## config.mk

```make
export PLATFORM = sky130hd
export DESIGN_NAME = axi_line_fill_bridge_flat
export DESIGN_NICKNAME = d
export VERILOG_FILES = /design/src/rtl/axi_line_fill_bridge_if.sv /design/src/rtl/axi_line_fill_bridge.sv /design/src/flat_wrapper.sv
export SDC_FILE = /design/constraint.sdc
export NUM_CORES = 1
export LEC_CHECK = 0
export CORE_UTILIZATION = 42
export CTS_BUF_LIST = sky130_fd_sc_hd__clkbuf_2 sky130_fd_sc_hd__clkbuf_4 sky130_fd_sc_hd__clkbuf_8
export DETAILED_ROUTE_END_ITERATION = 8
export PLACE_DENSITY = 0.79
export RECOVER_POWER = 100
export SYNTH_ARGS = -nofsm -noshare
export SYNTH_HDL_FRONTEND = slang
export SYNTH_SLANG_ARGS = --single-unit
export TNS_END_PERCENT = 50
```

## constraint.sdc

```tcl
create_clock -name clk -period 1.5 [get_ports clk]
set_input_delay 0.3 -clock clk [delete_from_list [all_inputs] [get_ports clk]]
set_output_delay 0.3 -clock clk [all_outputs]
set_load 0.01 [all_outputs]
```

## src/rtl/axi_line_fill_bridge_if.sv

```systemverilog
// Bundle of the cache-side line-fill port and the AXI4 read-address/read-data channels.
// The slave modport is the bridge's view; the master modport is the cache + interconnect side.
interface axi_line_fill_bridge_if;
    localparam int unsigned ADDR_W = 32;
    localparam int unsigned BEAT_W = 32;
    localparam int unsigned LINE_W = 256;

    // Cache-side sram-like line-fill port
    logic              line_req;
    logic              line_wr;
    logic [1:0]        line_size;
    logic [ADDR_W-1:0] line_addr;
    logic [BEAT_W-1:0] line_wdata;
    logic [LINE_W-1:0] line_rdata;
    logic              line_addr_ok;
    logic              line_data_ok;
    logic              line_err;

    // AXI4 read address channel
    logic [3:0]        arid;
    logic [ADDR_W-1:0] araddr;
    logic [7:0]        arlen;
    logic [2:0]        arsize;
    logic [1:0]        arburst;
    logic              arvalid;
    logic              arready;

    // AXI4 read data channel
    logic [3:0]        rid;
    logic [BEAT_W-1:0] rdata;
    logic [1:0]        rresp;
    logic              rlast;
    logic              rvalid;
    logic              rready;

    modport slave (
        input  line_req, line_wr, line_size, line_addr, line_wdata,
        output line_rdata, line_addr_ok, line_data_ok, line_err,
        output arid, araddr, arlen, arsize, arburst, arvalid,
        input  arready,
        input  rid, rdata, rresp, rlast, rvalid,
        output rready
    );

    modport master (
        output line_req, line_wr, line_size, line_addr, line_wdata,
        input  line_rdata, line_addr_ok, line_data_ok, line_err,
        input  arid, araddr, arlen, arsize, arburst, arvalid,
        output arready,
        output rid, rdata, rresp, rlast, rvalid,
        input  rready
    );
endinterface

```

## src/rtl/axi_line_fill_bridge.sv

```systemverilog
// I-cache line-fill responder: turns one 32-byte line request into an 8-beat
// AXI4 INCR read burst and returns the packed 256-bit line with a single pulse.
module axi_line_fill_bridge #(
    parameter logic [3:0] ARID = 4'd0
) (
    input  logic                  clk,
    input  logic                  rst,
    axi_line_fill_bridge_if.slave bus
);
    localparam int unsigned BEATS  = 8;
    localparam int unsigned CNT_W  = 3;
    localparam int unsigned BEAT_W = 32;
    localparam int unsigned OFF_W  = 5;

    typedef enum logic [1:0] {
        ST_IDLE = 2'd0,
        ST_AR   = 2'd1,
        ST_R    = 2'd2,
        ST_DONE = 2'd3
    } state_e;

    state_e                      state_q, state_d;
    logic [CNT_W-1:0]            cnt_q, cnt_d;
    logic                        err_q, err_d;
    logic [BEATS-1:0][BEAT_W-1:0] buf_q, buf_d;
    logic [31:0]                 araddr_q, araddr_d;
    logic                        arvalid_q, arvalid_d;
    logic                        rready_q, rready_d;
    logic                        data_ok_q, data_ok_d;
    logic                        line_err_q, line_err_d;

    logic accept_c;
    logic beat_c;
    logic last_beat_c;
    logic beat_err_c;
    logic unused_c;

    // Request acceptance and per-beat qualifiers
    assign accept_c    = (state_q == ST_IDLE) && bus.line_req && !bus.line_wr;
    assign beat_c      = (state_q == ST_R) && bus.rvalid;
    assign last_beat_c = (cnt_q == CNT_W'(BEATS - 1));
    assign beat_err_c  = (bus.rresp != 2'b00) || (bus.rlast != last_beat_c);

    // Fields the line fill never looks at
    assign unused_c = ^{bus.line_size, bus.line_wdata, bus.rid, bus.line_addr[OFF_W-1:0]};

    // Next-state, datapath and registered-output computation
    always_comb begin
        state_d    = state_q;
        cnt_d      = cnt_q;
        err_d      = err_q;
        buf_d      = buf_q;
        araddr_d   = araddr_q;
        line_err_d = 1'b0;

        unique case (state_q)
            ST_IDLE: begin
                if (accept_c) begin
                    araddr_d = {bus.line_addr[31:OFF_W], OFF_W'(0)};
                    cnt_d    = '0;
                    err_d    = 1'b0;
                    state_d  = ST_AR;
                end
            end
            ST_AR: begin
                // arvalid is high for the whole AR state, so arready alone completes it
                if (bus.arready) begin
                    state_d = ST_R;
                end
            end
            ST_R: begin
                if (beat_c) begin
                    buf_d[cnt_q] = bus.rdata;
                    cnt_d        = cnt_q + CNT_W'(1);
                    err_d        = err_q | beat_err_c;
                    // Eighth beat ends the burst whatever rlast says
                    if (last_beat_c) begin
                        state_d    = ST_DONE;
                        line_err_d = err_q | beat_err_c;
                    end
                end
            end
            ST_DONE: begin
                state_d = ST_IDLE;
            end
            default: begin
                state_d = ST_IDLE;
            end
        endcase

        arvalid_d = (state_d == ST_AR);
        rready_d  = (state_d == ST_R);
        data_ok_d = (state_d == ST_DONE);
    end

    // State and output registers, synchronous reset
    always_ff @(posedge clk) begin
        if (rst) begin
            state_q    <= ST_IDLE;
            cnt_q      <= '0;
            err_q      <= 1'b0;
            buf_q      <= '0;
            araddr_q   <= '0;
            arvalid_q  <= 1'b0;
            rready_q   <= 1'b0;
            data_ok_q  <= 1'b0;
            line_err_q <= 1'b0;
        end else begin
            state_q    <= state_d;
            cnt_q      <= cnt_d;
            err_q      <= err_d;
            buf_q      <= buf_d;
            araddr_q   <= araddr_d;
            arvalid_q  <= arvalid_d;
            rready_q   <= rready_d;
            data_ok_q  <= data_ok_d;
            line_err_q <= line_err_d;
        end
    end

    assign bus.line_addr_ok = accept_c;
    assign bus.line_data_ok = data_ok_q;
    assign bus.line_err     = line_err_q;
    assign bus.line_rdata   = buf_q;

    assign bus.arid    = ARID;
    assign bus.araddr  = araddr_q;
    assign bus.arlen   = 8'd7;
    assign bus.arsize  = 3'b010;
    assign bus.arburst = 2'b01;
    assign bus.arvalid = arvalid_q;
    assign bus.rready  = rready_q;
endmodule
```

## src/flat_wrapper.sv

```systemverilog
// flat-port wrapper written by rule: the top's interface ports become plain ports
module axi_line_fill_bridge_flat 
#(
    parameter logic [3:0] ARID = 4'd0
)
  (clk, rst, bus_line_req, bus_line_wr, bus_line_size, bus_line_addr, bus_line_wdata, bus_line_rdata, bus_line_addr_ok, bus_line_data_ok, bus_line_err, bus_arid, bus_araddr, bus_arlen, bus_arsize, bus_arburst, bus_arvalid, bus_arready, bus_rid, bus_rdata, bus_rresp, bus_rlast, bus_rvalid, bus_rready);
  axi_line_fill_bridge_if bus_i ();
  input  logic clk;
  input  logic rst;
  input wire logic [$bits(bus_i.line_req)-1:0] bus_line_req;
  input wire logic [$bits(bus_i.line_wr)-1:0] bus_line_wr;
  input wire logic [$bits(bus_i.line_size)-1:0] bus_line_size;
  input wire logic [$bits(bus_i.line_addr)-1:0] bus_line_addr;
  input wire logic [$bits(bus_i.line_wdata)-1:0] bus_line_wdata;
  output wire logic [$bits(bus_i.line_rdata)-1:0] bus_line_rdata;
  output wire logic [$bits(bus_i.line_addr_ok)-1:0] bus_line_addr_ok;
  output wire logic [$bits(bus_i.line_data_ok)-1:0] bus_line_data_ok;
  output wire logic [$bits(bus_i.line_err)-1:0] bus_line_err;
  output wire logic [$bits(bus_i.arid)-1:0] bus_arid;
  output wire logic [$bits(bus_i.araddr)-1:0] bus_araddr;
  output wire logic [$bits(bus_i.arlen)-1:0] bus_arlen;
  output wire logic [$bits(bus_i.arsize)-1:0] bus_arsize;
  output wire logic [$bits(bus_i.arburst)-1:0] bus_arburst;
  output wire logic [$bits(bus_i.arvalid)-1:0] bus_arvalid;
  input wire logic [$bits(bus_i.arready)-1:0] bus_arready;
  input wire logic [$bits(bus_i.rid)-1:0] bus_rid;
  input wire logic [$bits(bus_i.rdata)-1:0] bus_rdata;
  input wire logic [$bits(bus_i.rresp)-1:0] bus_rresp;
  input wire logic [$bits(bus_i.rlast)-1:0] bus_rlast;
  input wire logic [$bits(bus_i.rvalid)-1:0] bus_rvalid;
  output wire logic [$bits(bus_i.rready)-1:0] bus_rready;
  assign bus_i.line_req = bus_line_req;
  assign bus_i.line_wr = bus_line_wr;
  assign bus_i.line_size = bus_line_size;
  assign bus_i.line_addr = bus_line_addr;
  assign bus_i.line_wdata = bus_line_wdata;
  assign bus_line_rdata = bus_i.line_rdata;
  assign bus_line_addr_ok = bus_i.line_addr_ok;
  assign bus_line_data_ok = bus_i.line_data_ok;
  assign bus_line_err = bus_i.line_err;
  assign bus_arid = bus_i.arid;
  assign bus_araddr = bus_i.araddr;
  assign bus_arlen = bus_i.arlen;
  assign bus_arsize = bus_i.arsize;
  assign bus_arburst = bus_i.arburst;
  assign bus_arvalid = bus_i.arvalid;
  assign bus_i.arready = bus_arready;
  assign bus_i.rid = bus_rid;
  assign bus_i.rdata = bus_rdata;
  assign bus_i.rresp = bus_rresp;
  assign bus_i.rlast = bus_rlast;
  assign bus_i.rvalid = bus_rvalid;
  assign bus_rready = bus_i.rready;
  axi_line_fill_bridge #(.ARID(ARID)) u_core (.clk(clk), .rst(rst), .bus(bus_i));
endmodule
```

==> results of run 1 <==
==> final timing paths <==
| path | from | endpoint | slack [ns] | cells past startpoint |
|---|---|---|---|---|
| setup reg to reg | u_core.state_q[0] | u_core.bus.line_rdata[234] | -0.16 | 7 |
| hold reg to reg | u_core.bus.araddr[9] | u_core.bus.araddr[9] | 0.45 | 2 |
| setup / recovery | u_core.state_q[0] | bus_line_addr_ok | -0.37 | 3 |
| hold / removal | rst | u_core.bus.araddr[9] | 0.21 | 3 |
==> cell type report <==
| class | count | area (sq um) |
|---|---|---|
| Tap cell | 341 | 427 |
| Timing Repair Buffer | 422 | 4500 |
| Inverter | 1 | 5.00 |
| Sequential cell | 293 | 5870 |
| Multi-Input combinational cell | 689 | 5190 |
| Clock inverter | 6 | 67.6 |
| Clock buffer | 78 | 955 |
| Fill cell | 2201 | 9860 |
==> routing by layer <==
metal,vias to the layer above,track usage,wire (microns)
met1,4217,0.259,14300
met3,46,0.0766,2870
met4,0,0.0682,595
met5,-,0,0
met2,309,0.390,16600
li1,4232,-,-
==> power by group through the flow <==
| stage | clock network, W | registers (W) | logic, W |
|---|---|---|---|
| 2_1_floorplan | 0 | 0.00806 | 0.000497 |
| 3_3_place_gp | 0 | 0.00804 | 0.000896 |
| 3_5_place_dp | 0 | 0.00804 | 0.000903 |
| 4_1_cts | 0.00745 | 0.00787 | 0.000888 |
| 5_1_grt | 0.00780 | 0.00787 | 0.00100 |
| 6_report | 0.00728 | 0.00787 | 0.000933 |
==> worst min-delay path, delay by kind of cell <==
family | cells | cell delay (ns)
compound gates | 1 | 0.05
buf+inv | 2 | 0.32
==> cells in the final DEF (no fill, tap or decap), types with 2 or more instances in the layout <==
master	netlist	layout
nand2b_1	289	289
conb_1	2	22
buf_6	3	11
buf_2	30	6
clkbuf_4	0	19
clkdlybuf4s15_2	0	46
clkinv_2	1	3
nor2_1	4	3
clkdlybuf4s15_1	0	117
clkbuf_8	0	59
nand4b_1	2	2
nand3_1	6	3
clkdlybuf4s50_1	0	66
nand2_8	0	3
nand2_1	60	57
nand3b_1	2	2
mux2i_1	256	255
dfxtp_2	0	3
dfxtp_1	293	290
clkbuf_2	0	4
nand3_4	0	3
a21oi_1	27	27
o31ai_1	2	2
ha_1	2	2
dlygate4sd2_1	0	114
buf_12	0	24
a21oi_2	4	4
clkbuf_16	0	14
and3_4	0	2
buf_4	26	20
==> flip-flops by register name, summed over array words and instances, names as in the netlist <==
register / flops
u_core.bus.araddr: 27
u_core.bus.arvalid: 1
u_core.bus.line_data_ok: 1
u_core.bus.line_err: 1
u_core.bus.line_rdata: 256
u_core.bus.rready: 1
u_core.cnt_q: 3
u_core.err_q: 1
u_core.state_q: 2
==> metrics by stage <==
| step | total power, W | utilization | std cells | cell area [sq um] | setup slack [ns] |
|---|---|---|---|---|---|
| 3_5_place_dp | 0.00894 | 0.576 | 1721 | 15500 | -0.652 |
| 6_report | 0.0161 | 0.633 | 1830 | 17000 | -0.372 |
| 4_1_cts | 0.0162 | 0.612 | 1806 | 16400 | -0.404 |
| 2_1_floorplan | 0.00856 | - | 1110 | 11600 | -0.00902 |
| 5_1_grt | 0.0167 | 0.633 | 1830 | 17000 | -0.431 |
| 3_3_place_gp | 0.00893 | 0.576 | 1721 | 15500 | -0.626 |
==> cell usage after synthesis <==
library cell    n  area (sq um)
nand3_1         6          30.0
a21oi_1        27           135
nor3_1          1          5.00
and3b_1         1          8.76
and3_1          2          12.5
nor4_1          1          6.26
nand3b_1        2          15.0
nand2_1        60           225
nor2b_1         2          12.5
a21oi_2         4          35.0
and4bb_1        1          12.5
conb_1          2          7.51
buf_4          26           195
buf_6           3          33.8
or4b_1          1          10.0
clkinv_2        1          5.00
dfxtp_1       293          5870
ha_1            2          25.0
and2_1          1          6.26
buf_1          33           124
nor3b_1         1          7.51
buf_8           1          15.0
nand4_1         1          6.26
nor2_1          4          15.0
nand2b_1      289          1810
xor2_1          1          8.76
buf_2          30           150
mux2i_1       256          2560
o31ai_1         2          15.0
nand4b_1        2          17.5
clkbuf_1       34           128
==> cells by family (layout without fill, tap and decap cells) <==
| group | count (synthesis) | count (layout) | share of synthesized area |
|---|---|---|---|
| other cells | 2 | 22 | 0.000653 |
| fa+ha+maj | 2 | 2 | 0.00217 |
| flops | 293 | 293 | 0.510 |
| simple gates | 375 | 375 | 0.191 |
| mux | 256 | 256 | 0.223 |
| xor+xnor | 1 | 1 | 0.000762 |
| buf+inv | 128 | 507 | 0.0566 |
| compound gates | 33 | 33 | 0.0161 |
==> what timing repair did <==
action                     in CTS  in global routing
setup buffers                   1                  8
cloned                          0                 18
pin swaps                       2                  4
gates resized for setup       530                 42
setup endpoints to repair     513                441
==> metrics.md, run 1 <==
| Metric | Value |
|---|---|
| Worst Slack Setup Final | -0.372 ns |
| Num CTS Buffers | 48 |
| I/O pins | 421 |
| YS warnings | 0 |
| Seq/Total Area, Yosys | 0.510 |
| Critical Path RT | approximately 1.2 ns |
| Arrival @ worst endpoint | 1.57 ns |
| Worst Skew | 0.0272 ns |
| Grt ovf | 0 |
| Gr usage total | 0.224 |
| Diodes inserted | 0 |
| Clock sinks | 293 |
| Slew Limit Fails | 0 |
| Crit Path Max Fanout | 2 |
| Actual slew at the worst max-slew pin | 0.504 ns |
| DIE WIDTH | roughly 170 microns |
| Pwr per Cell Area | 945 nW/um^2 |
| Gate power share | 0.058 |
| Post-detail-place hpwl | 21.4 mm |
| Fin Hold WS | between 0.2 and 0.25 ns |
| Final period utilization | 1.25 |
| Layout cells sized above 1 | 0.156 |
| Min Tclk post-route | 1.87 ns |
| Vias in the first global route | 8894 |
| Critical Path Source Type | flop |
| H-Tree Depth | 2 |
| Initial antenna violation count | 0 |
| DR iter-0 viols | 513 |
| RSZ-0062 raised after global routing | yes |
| GP Congestion | 0.780 |
| Initial Utilization | 0.428 |
| Later-pin clock latency in the skew report | 0.58 ns |
| Count of final setup violators | 256 |
| Max Root-Sink Buffers | 3 |
| Hold_buf cts | 0 |
| P_leak | 8.41 nW |
| DIE AREA | 28100 sq um |
| WL final | 34.4 mm |
| Syn avg cell area | 10.6 sq um |
| Max Cap Violations | 0 |
| Setup TNS | -22.49 ns |
| Clock transition at path regs | 0.06 ns |
| Synth cell types | 31 |
| Routed length per placed instance | 18.8 microns |
| Chip Height | 167 microns |
| Top Family by Delay on Critical Path | simple AND/OR/NAND/NOR gates |
| Slowest CP cell | or4b_4 |
| Worst Setup End Kind | output port |
| Min-Delay Path Class | in -> reg |
| Slowest stage delay, CP | 0.52 ns |
| Via count | 8804 |
| Clk pwr share | 0.453 |
| IO buf count | 355 |
| Row Count | 60 |
| Synthesized instance count | 1090 |
| Nets | 1568 |
| Worst VDD drop | 0.768 mV |
| Worst Path Buf+Inv | 2 |
| Violated checks | negative setup slack |
| Area of the core | 26900 sq um |
| Via density per instance | 4.81 |
| First-pass GRT wire length | 49.7 mm |
| Crit-path cells | or4b_4 -> clkinv_2 -> buf_6 |
| Slew margin rel. | 0.664 |
| Routed Antenna Nets | 0 |
| Switch share | 0.222 |
| Clk root buf | clkbuf_8 |
| Largest net degree at the start of global routing | 68 |
| Mapped cell area | 11500 sq um |
| CTS tree | built |
| Int Pwr | around 0.013 W |
| Area Overhead vs Synth | 47.9% |
| DRT Pass-1 Iters | 4 |
| Status | finished, violations left |
| Sw power | between 0.003 and 0.004 W |
| Seq cells post-synth | 293 |
| Remaining DRCs | 0 |
| Seq pwr share | 0.489 |
| Final Hold Vio Count | 0 |
| Fmax | 0.534 GHz |
| Setup CP Type | reg -> out |
(Power assumes the default switching activity.)
==> inputs of run 2 (changes only) <==
CTS_CLUSTER_SIZE = 20   (was unset)
SLEW_MARGIN = 30   (was unset)
==> results of run 2 <==
Same layout as run 1: the final DEF is identical, and so are final timing and power.
